$ cat config.mk
export PLATFORM = sky130hd
export DESIGN_NAME = sram_1rw1r_arbiter
export DESIGN_NICKNAME = d
export VERILOG_FILES = /design/src/rtl/sram_1rw1r_arbiter.sv
export SDC_FILE = /design/constraint.sdc
export NUM_CORES = 1
export LEC_CHECK = 0
export CAP_MARGIN = 20
export CORE_AREA = 2 2 69 71
export CTS_CLUSTER_SIZE = 8
export DETAILED_ROUTE_END_ITERATION = 16
export DIE_AREA = 0 0 71 73
export PLACE_DENSITY = 0.82
export REMOVE_ABC_BUFFERS = 1
export SLEW_MARGIN = 20
export SYNTH_ARGS = -nofsm -noshare
export SYNTH_HDL_FRONTEND = slang
export SYNTH_SLANG_ARGS = --single-unit
$ cat constraint.sdc
create_clock -name clk -period 3.25 [get_ports clk]
set_clock_uncertainty 0.1 [all_clocks]
set_input_delay 0.65 -clock clk [delete_from_list [all_inputs] [get_ports clk]]
set_output_delay 0.65 -clock clk [all_outputs]
set_load 0.1 [all_outputs]
$ cat src/rtl/sram_1rw1r_arbiter.sv
// Front-end for a 1RW+1R SRAM macro: post-reset clear, round-robin sharing of
// port 0 between two clients, port-1 read client, registered read responses.
module sram_1rw1r_arbiter #(
   parameter int                    DATA_WIDTH = 8,
   parameter int                    ADDR_WIDTH = 4,
   parameter logic [DATA_WIDTH-1:0] INIT_VALUE = '0
) (
   input  logic                  clk,
   input  logic                  rst,
   output logic                  init_done,
   input  logic                  c0_req_valid,
   output logic                  c0_req_ready,
   input  logic                  c0_req_we,
   input  logic [ADDR_WIDTH-1:0] c0_req_addr,
   input  logic [DATA_WIDTH-1:0] c0_req_wdata,
   output logic                  c0_rsp_valid,
   output logic [DATA_WIDTH-1:0] c0_rsp_data,
   input  logic                  c1_req_valid,
   output logic                  c1_req_ready,
   input  logic                  c1_req_we,
   input  logic [ADDR_WIDTH-1:0] c1_req_addr,
   input  logic [DATA_WIDTH-1:0] c1_req_wdata,
   output logic                  c1_rsp_valid,
   output logic [DATA_WIDTH-1:0] c1_rsp_data,
   input  logic                  r_req_valid,
   output logic                  r_req_ready,
   input  logic [ADDR_WIDTH-1:0] r_req_addr,
   output logic                  r_rsp_valid,
   output logic [DATA_WIDTH-1:0] r_rsp_data,
   output logic                  sram_csb0,
   output logic                  sram_web0,
   output logic [ADDR_WIDTH-1:0] sram_addr0,
   output logic [DATA_WIDTH-1:0] sram_din0,
   input  logic [DATA_WIDTH-1:0] sram_dout0,
   output logic                  sram_csb1,
   output logic [ADDR_WIDTH-1:0] sram_addr1,
   input  logic [DATA_WIDTH-1:0] sram_dout1
);

   typedef enum logic {ST_INIT, ST_RUN} state_t;

   state_t                state, state_nxt;
   logic [ADDR_WIDTH-1:0] init_cnt;
   logic                  rr_ptr;
   logic                  gnt0, gnt1, gnt_we, contest, rd0_acc, rd1_acc, collide;
   logic [ADDR_WIDTH-1:0] gnt_addr;
   logic [DATA_WIDTH-1:0] gnt_wdata;
   logic                  p0_vld, p0_own, p1_vld;

   always_ff @(posedge clk or posedge rst) begin
      if (rst) begin
         state    <= ST_INIT;
         init_cnt <= '0;
      end else begin
         state <= state_nxt;
         if (state == ST_INIT) init_cnt <= init_cnt + 1'b1;
      end
   end

   always_comb begin
      state_nxt = state;
      if (state == ST_INIT && init_cnt == {ADDR_WIDTH{1'b1}}) state_nxt = ST_RUN;
   end

   // Macro controls are combinational; rst forces them idle even though state sits in INIT.
   always_comb begin
      gnt0         = 1'b0;
      gnt1         = 1'b0;
      contest      = 1'b0;
      gnt_we       = 1'b0;
      gnt_addr     = c0_req_addr;
      gnt_wdata    = c0_req_wdata;
      collide      = 1'b0;
      rd0_acc      = 1'b0;
      rd1_acc      = 1'b0;
      c0_req_ready = 1'b0;
      c1_req_ready = 1'b0;
      r_req_ready  = 1'b0;
      sram_csb0    = 1'b1;
      sram_web0    = 1'b1;
      sram_addr0   = '0;
      sram_din0    = '0;
      sram_csb1    = 1'b1;
      sram_addr1   = r_req_addr;
      if (!rst) begin
         if (state == ST_INIT) begin
            sram_csb0  = 1'b0;
            sram_web0  = 1'b0;
            sram_addr0 = init_cnt;
            sram_din0  = INIT_VALUE;
         end else begin
            contest = c0_req_valid && c1_req_valid;
            gnt0    = c0_req_valid && (!c1_req_valid || !rr_ptr);
            gnt1    = c1_req_valid && (!c0_req_valid || rr_ptr);
            if (gnt1) begin
               gnt_we    = c1_req_we;
               gnt_addr  = c1_req_addr;
               gnt_wdata = c1_req_wdata;
            end else begin
               gnt_we    = gnt0 && c0_req_we;
            end
            c0_req_ready = gnt0;
            c1_req_ready = gnt1;
            rd0_acc      = (gnt0 || gnt1) && !gnt_we;
            if (gnt0 || gnt1) begin
               sram_csb0  = 1'b0;
               sram_web0  = ~gnt_we;
               sram_addr0 = gnt_addr;
               sram_din0  = gnt_wdata;
            end
            // A same-cycle write and port-1 read of one address race inside the macro.
            collide     = gnt_we && (gnt_addr == r_req_addr);
            rd1_acc     = r_req_valid && !collide;
            r_req_ready = rd1_acc;
            sram_csb1   = ~rd1_acc;
         end
      end
   end

   assign init_done = (state == ST_RUN);

   // Tag stage marks the cycle in which macro dout holds data worth capturing.
   always_ff @(posedge clk or posedge rst) begin
      if (rst) begin
         rr_ptr       <= 1'b0;
         p0_vld       <= 1'b0;
         p0_own       <= 1'b0;
         p1_vld       <= 1'b0;
         c0_rsp_valid <= 1'b0;
         c1_rsp_valid <= 1'b0;
         r_rsp_valid  <= 1'b0;
         c0_rsp_data  <= '0;
         c1_rsp_data  <= '0;
         r_rsp_data   <= '0;
      end else begin
         if (contest) rr_ptr <= ~rr_ptr;
         p0_vld       <= rd0_acc;
         p0_own       <= gnt1;
         p1_vld       <= rd1_acc;
         c0_rsp_valid <= p0_vld && !p0_own;
         c1_rsp_valid <= p0_vld && p0_own;
         r_rsp_valid  <= p1_vld;
         if (p0_vld && !p0_own) c0_rsp_data <= sram_dout0;
         if (p0_vld && p0_own)  c1_rsp_data <= sram_dout0;
         if (p1_vld)            r_rsp_data  <= sram_dout1;
      end
   end

endmodule

# ---- Word level (Yosys, flattened, before mapping)
# Index checks and enable logic that the tools add are counted.
dict set report classes {
  order_cmp 0
  div 0
  bitwise 4
  reduce_logical 19
  n_mul 0
  n_eq_ne 2
  n_addsub 1
  n_mux 31
  shifts 0
}
# operator n
set op_table {}
lappend op_table {{2-to-1 mux 8 bit} 4}
lappend op_table {{2-to-1 mux 4 bit} 6}
lappend op_table {{2-to-1 mux 1 bit} 21}
lappend op_table {{logical AND 1 bit} 10}
lappend op_table {{zero test 1 bit} 6}
lappend op_table {{adder 4 x 1 -> 4 bit (second input constant)} 1}
lappend op_table {{equality test 4 bit} 1}
lappend op_table {{equality test 4 bit (second input constant)} 1}
lappend op_table {{inverter 1 bit} 4}
lappend op_table {{logical OR 1 bit} 3}
dict set report word_totals {
  ramBits 0
  out_inout_bits 50
  latchBits 0
  input_bits 51
  mem_count 0
  wordCells 69
  rom_bits 0
  register_bits 36
}

# ---- Logic depth before layout (Yosys ltp)
# Gate-level depths: netlist of run 1.
dict set report depth {
  depth_word 13
  mapped_depth 6
  depth_no_buf 5
}

# ---- Least setup slack after synthesis of run 1
# OpenSTA, ideal clock, no wires.
dict set report synth_timing {
  path_type {input to output}
  startpoint {input port rst}
  endpoint {output port sram_addr0[0]}
  setup_slack_ps -2327
  path_buffers 0
  required_time_ps 2500
  arrival_time_ps 4827
  cell_stages 3
  path_cell_list {inv_1 > nand2_1 > a211oi_1}
}
dict set report synth_between {
  elab_chain_len 1
}
# item line
set synth_rtl {}
lappend synth_rtl {{start, declared} 9} ;# input logic rst,
lappend synth_rtl {{2-to-1 mux 4 bit} 85} ;# if (!rst) begin
lappend synth_rtl {{end, declared} 32} ;# output logic [ADDR_WIDTH-1:0] sram_addr0,
# No other way between the ends.

# ---- Worst setup path after layout of run 1
dict set report layout_timing {
  startpoint {input port c1_req_valid}
  endpoint {output port sram_csb1}
}
dict set report layout_between {
  elab_chain_len 13
  word_cells_on_any_way 18
  classes_between {eq/ne: 1; mux: 8; bitwise: 1; reduce/logical: 8}
}
# item line
set layout_rtl {}
lappend layout_rtl {{start, declared} 18} ;# input logic c1_req_valid,
lappend layout_rtl {{zero test 1 bit} 93} ;# gnt0 = c0_req_valid && (!c1_req_valid || !rr_ptr);
lappend layout_rtl {{logical OR 1 bit} 93}
lappend layout_rtl {{logical AND 1 bit} 93}
lappend layout_rtl {{logical AND 1 bit} 100} ;# gnt_we = gnt0 && c0_req_we;
lappend layout_rtl {{2-to-1 mux 1 bit} 95} ;# if (gnt1) begin
lappend layout_rtl {{2-to-1 mux 1 bit} 86} ;# if (state == ST_INIT) begin
lappend layout_rtl {{2-to-1 mux 1 bit} 85}
lappend layout_rtl {{logical AND 1 bit *} 112} ;# collide = gnt_we && (gnt_addr == r_req_addr);
lappend layout_rtl {{zero test 1 bit *} 113} ;# rd1_acc = r_req_valid && !collide;
lappend layout_rtl {{logical AND 1 bit *} 113}
lappend layout_rtl {{inverter 1 bit *} 115} ;# sram_csb1 = ~rd1_acc;
lappend layout_rtl {{2-to-1 mux 1 bit *} 86}
lappend layout_rtl {{2-to-1 mux 1 bit *} 85}
lappend layout_rtl {{end, declared} 35} ;# output logic sram_csb1,
# Mark *: on every way between the ends. The rest lies on a longest branch, timed or not. The select of a mux whose other input is x is not followed.

==> impl_metrics.tcl, run 1 <==
set metrics [dict create \
    synth_cells 152 \
    critPathLaunchType "primary input" \
    holdWs_ns 0.406 \
    num_antenna_cells 0 \
    finalHoldViolCount 0 \
    die_height_um 73 \
    hpwlAfterDp_mm 3.53 \
    crit_path_max_incr_delay_ns 0.56 \
    rsz0062_at_grt "no" \
    switching_share_pct 51.8 \
    antenna_found_initial 0 \
    maxSlewHeadroom_pct 57.3 \
    io_buffers 100 \
    finalCriticalPeriod_ns 3.13 \
    holdPathEnd "init_cnt[3]$_DFFE_PP0N_" \
    fillCellCount 359 \
    min_path_cells 1 \
    grt_use_total_pct 18.3 \
    synthFlopType "dfrtp_1" \
    ys_types 36 \
    grt_pass1_vias 1605 \
    grt_pass1_wl_mm 7.32 \
    vias 1557 \
    clk_pin_slew_worst_paths_ns 0.06 \
    synth_edf_count 0 \
    status "finished, final reports clean" \
    postRouteAntennaNets 0 \
    drv_cap 0 \
    clockRootBuffer "clkbuf_8" \
    ctsResizeCount 0 \
    critPathSlowestCell "clkdlybuf4s50_1" \
    p_comb_share_pct 59.1 \
    post-cts-setup-buffers 0 \
    grt_start_max_net_pins 37 \
    finish.utilization_pct 66.7 \
    overflow 0 \
    routed_via_density 4.96 \
    synth_fa_ha_area_share_pct 0.727 \
    slew_viol_final 0 \
    hold_path_class "reg2reg" \
    worstPathRequired_ns 2.50 \
    worst_pin_slew_ns 0.636 \
    avgSynthCellArea_um2 11.3 \
    seqPwrFrac_pct 25.3 \
    hold_start "init_cnt[3]$_DFFE_PP0N_" \
    ys_ff_latch 36 \
    clock_path_buffers 2 \
    clk_latency_ns 0.28 \
    layout-drive-gt1-share_pct 38.1 \
    cp_num_buf_inv 2 \
    path_cells "clkdlybuf4s50_1, and2_1, mux2i_2, xor2_1, a31o_1, buf_12" \
    max_freq_mhz 320 \
    die-width_um 71 \
    power.share.clock_pct 15.6 \
    yosys.area_share.simple_pct 12.8 \
    synthArstFlopShare_pct 100 \
    synthXorXnorAreaFrac_pct 2.54 \
    vdd_ir_drop_max_mv 0.310 \
    core_um2 4540 \
    hold_buffers 0 \
    drt-pass1-iter-count 4 \
    fp-row-count 25 \
    internal_power_mw 1.16 \
    synth_top_family_by_area "multiplexers" \
    avgRoutedWirePerCell_um 14.1 \
    synth-compound-area-share_pct 10.5 \
    critPathArrivalTime_ns 2.38 \
    initialDrtViolationCount 77 \
    nets 311 \
    min_period_over_period_pct 96.2 \
    setup_viol 0 \
    critPathKind "in2out" \
    rr_startpoint "rr_ptr$_DFFE_PP0P_" \
    syn_area_um2 1720 \
    endpoint_kind "output pin" \
    p_leak_nw 1.37 \
    cp_max_fo 7 \
    yosys_warnings 0 \
    worstReg2RegEnd "p1_vld$_DFF_PP0_" \
    p_per_area_nw_per_um2 793 \
    h-tree-depth 2 \
    cts_tree "built" \
    numCtsBuffers 5 \
    initial_core_util_pct 38.0 \
    wirelength_mm 4.44 \
    reg2reg_setup_slack_ns 1.46 \
    synth.area.mux_share_pct 17.2 \
    reg2reg_depth 5 \
    drc 0 \
    crit_family "buffers and inverters" \
    dieArea_um2 5180 \
    area_growth_pct 75.8 \
    clkSinkCount 36 \
    pin_count 101 \
    ys_seq_area_share_pct 52.3 \
    p_switching_mw 1.24 \
    place.gp.congestion 0.941 \
]
==> power by group through the flow <==
stage	clock network, mW	logic (mW)	registers [mW]
floorplan	0	0.336	1.29
global placement	0	1.41	0.610
detailed placement	0	1.42	0.614
CTS	0.385	1.42	0.607
global route	0.410	1.46	0.617
finish	0.374	1.42	0.607
==> flip-flops by register name, indices dropped and copies added, names as in the netlist, 4 cells and up <==
name         cells
c0_rsp_data      8
c1_rsp_data      8
r_rsp_data       8
init_cnt         4
==> placed cells by master, fill, tap and decap left out, types with 2 or more instances in the layout <==
| master | n |
|---|---|
| a211oi_1 | 3 |
| a21boi_0 | 2 |
| a21oi_1 | 11 |
| and2_1 | 2 |
| and3_1 | 2 |
| buf_12 | 18 |
| buf_4 | 41 |
| clkbuf_8 | 5 |
| clkdlybuf4s50_1 | 49 |
| dfrtp_1 | 36 |
| inv_1 | 3 |
| mux2_2 | 25 |
| nand2_1 | 22 |
| nand2b_1 | 2 |
| nand3_1 | 3 |
| nor2_1 | 5 |
| nor2b_1 | 2 |
| o21ai_0 | 2 |
| or3_1 | 2 |
| xnor2_1 | 4 |
==> worst register-to-register path, stage by stage, from the launching register on <==
cell	delay, ns
dfrtp_1	0.41
nand2b_4	0.19
and3_4	0.19
or3_1	0.36
a22oi_2	0.24
a31oi_2	0.16
==> metal layers <==
metal  up-vias  GRT usage [%]  wire [um]
met4         0           6.29         72
met1       718           20.4       1670
li1        739              -          -
met3        10           8.56        511
met5         -              0          0
met2        90           31.2       2180
==> through the flow <==
| step | TNS, ns | area, um2 | instances | total power, mW | setup WS, ns |
|---|---|---|---|---|---|
| after floorplan | -12.29 | 1660 | 143 | 1.62 | -2.33 |
| after global placement | 0 | 2900 | 306 | 2.02 | 0.0906 |
| after detailed placement | 0 | 2900 | 306 | 2.04 | 0.0448 |
| after CTS | 0 | 3010 | 314 | 2.41 | 0.0453 |
| after global routing | 0 | 3030 | 314 | 2.49 | 0.0233 |
| final | 0 | 3030 | 314 | 2.40 | 0.124 |
==> layout make-up <==
cell class / count / area, um2 / area share (%)
Multi-Input combinational cell: 104 / 768 / 25.4
Clock inverter: 2 / 35.0 / 1.16
Sequential cell: 36 / 901 / 29.8
Tap cell: 54 / 67.6 / 2.23
Timing Repair Buffer: 109 / 1170 / 38.7
Inverter: 3 / 11.3 / 0.372
Clock buffer: 6 / 72.6 / 2.40
==> cell usage after synthesis (2+ instances only) <==
library cell	number	share of area (%)
a211oi_1	3	1.3
and3_1	2	0.73
nand2b_1	2	0.73
clkbuf_1	3	0.65
nor2_1	5	1.1
o21ai_0	2	0.58
mux2_2	25	16
a21boi_0	2	0.87
nor2b_1	2	0.73
inv_1	3	0.65
or3_1	2	0.73
xnor2_1	4	2.0
nand2_1	22	4.8
nand3_1	3	0.87
buf_4	4	1.7
dfrtp_1	36	52
a22oi_1	2	0.87
and2_1	2	0.73
a21oi_1	11	3.2
==> worst max path at each step <==
| stage | start | to | slack [ns] | depth (start not counted) |
|---|---|---|---|---|
| floorplan | rst | sram_addr0[0] | -2.33 | 3 |
| global placement | c0_req_valid | sram_csb1 | 0.09 | 7 |
| detailed placement | c0_req_valid | sram_csb1 | 0.04 | 7 |
| CTS | c0_req_valid | sram_csb1 | 0.05 | 7 |
| global route | c1_req_valid | sram_addr0[1] | 0.02 | 8 |
| finish | c1_req_valid | sram_csb1 | 0.12 | 6 |
==> cell families (layout without fill, tap and decap cells) <==
family,after synthesis,in the layout
and+or+nand+nor,44,44
DFF,36,36
AOI/OAI and AO/OA,28,28
muxes,26,26
buffers and inverters,12,120
xor gates and xnor gates,5,5
adders and majority gates,1,1
No activity file was read; power rests on OpenSTA's default activity.
==> run 2, diff against run 1 <==
--- a/config.mk
+++ b/config.mk
@@ -5,7 +5,6 @@
 export SDC_FILE = /design/constraint.sdc
 export NUM_CORES = 1
 export LEC_CHECK = 0
-export CAP_MARGIN = 20
 export CORE_AREA = 2 2 69 71
 export CTS_CLUSTER_SIZE = 8
 export DETAILED_ROUTE_END_ITERATION = 16
@@ -16,3 +15,4 @@
 export SYNTH_ARGS = -nofsm -noshare
 export SYNTH_HDL_FRONTEND = slang
 export SYNTH_SLANG_ARGS = --single-unit
+export TNS_END_PERCENT = 50
==> results of run 2 <==
Final layout, timing and power as in run 1 (identical DEF).
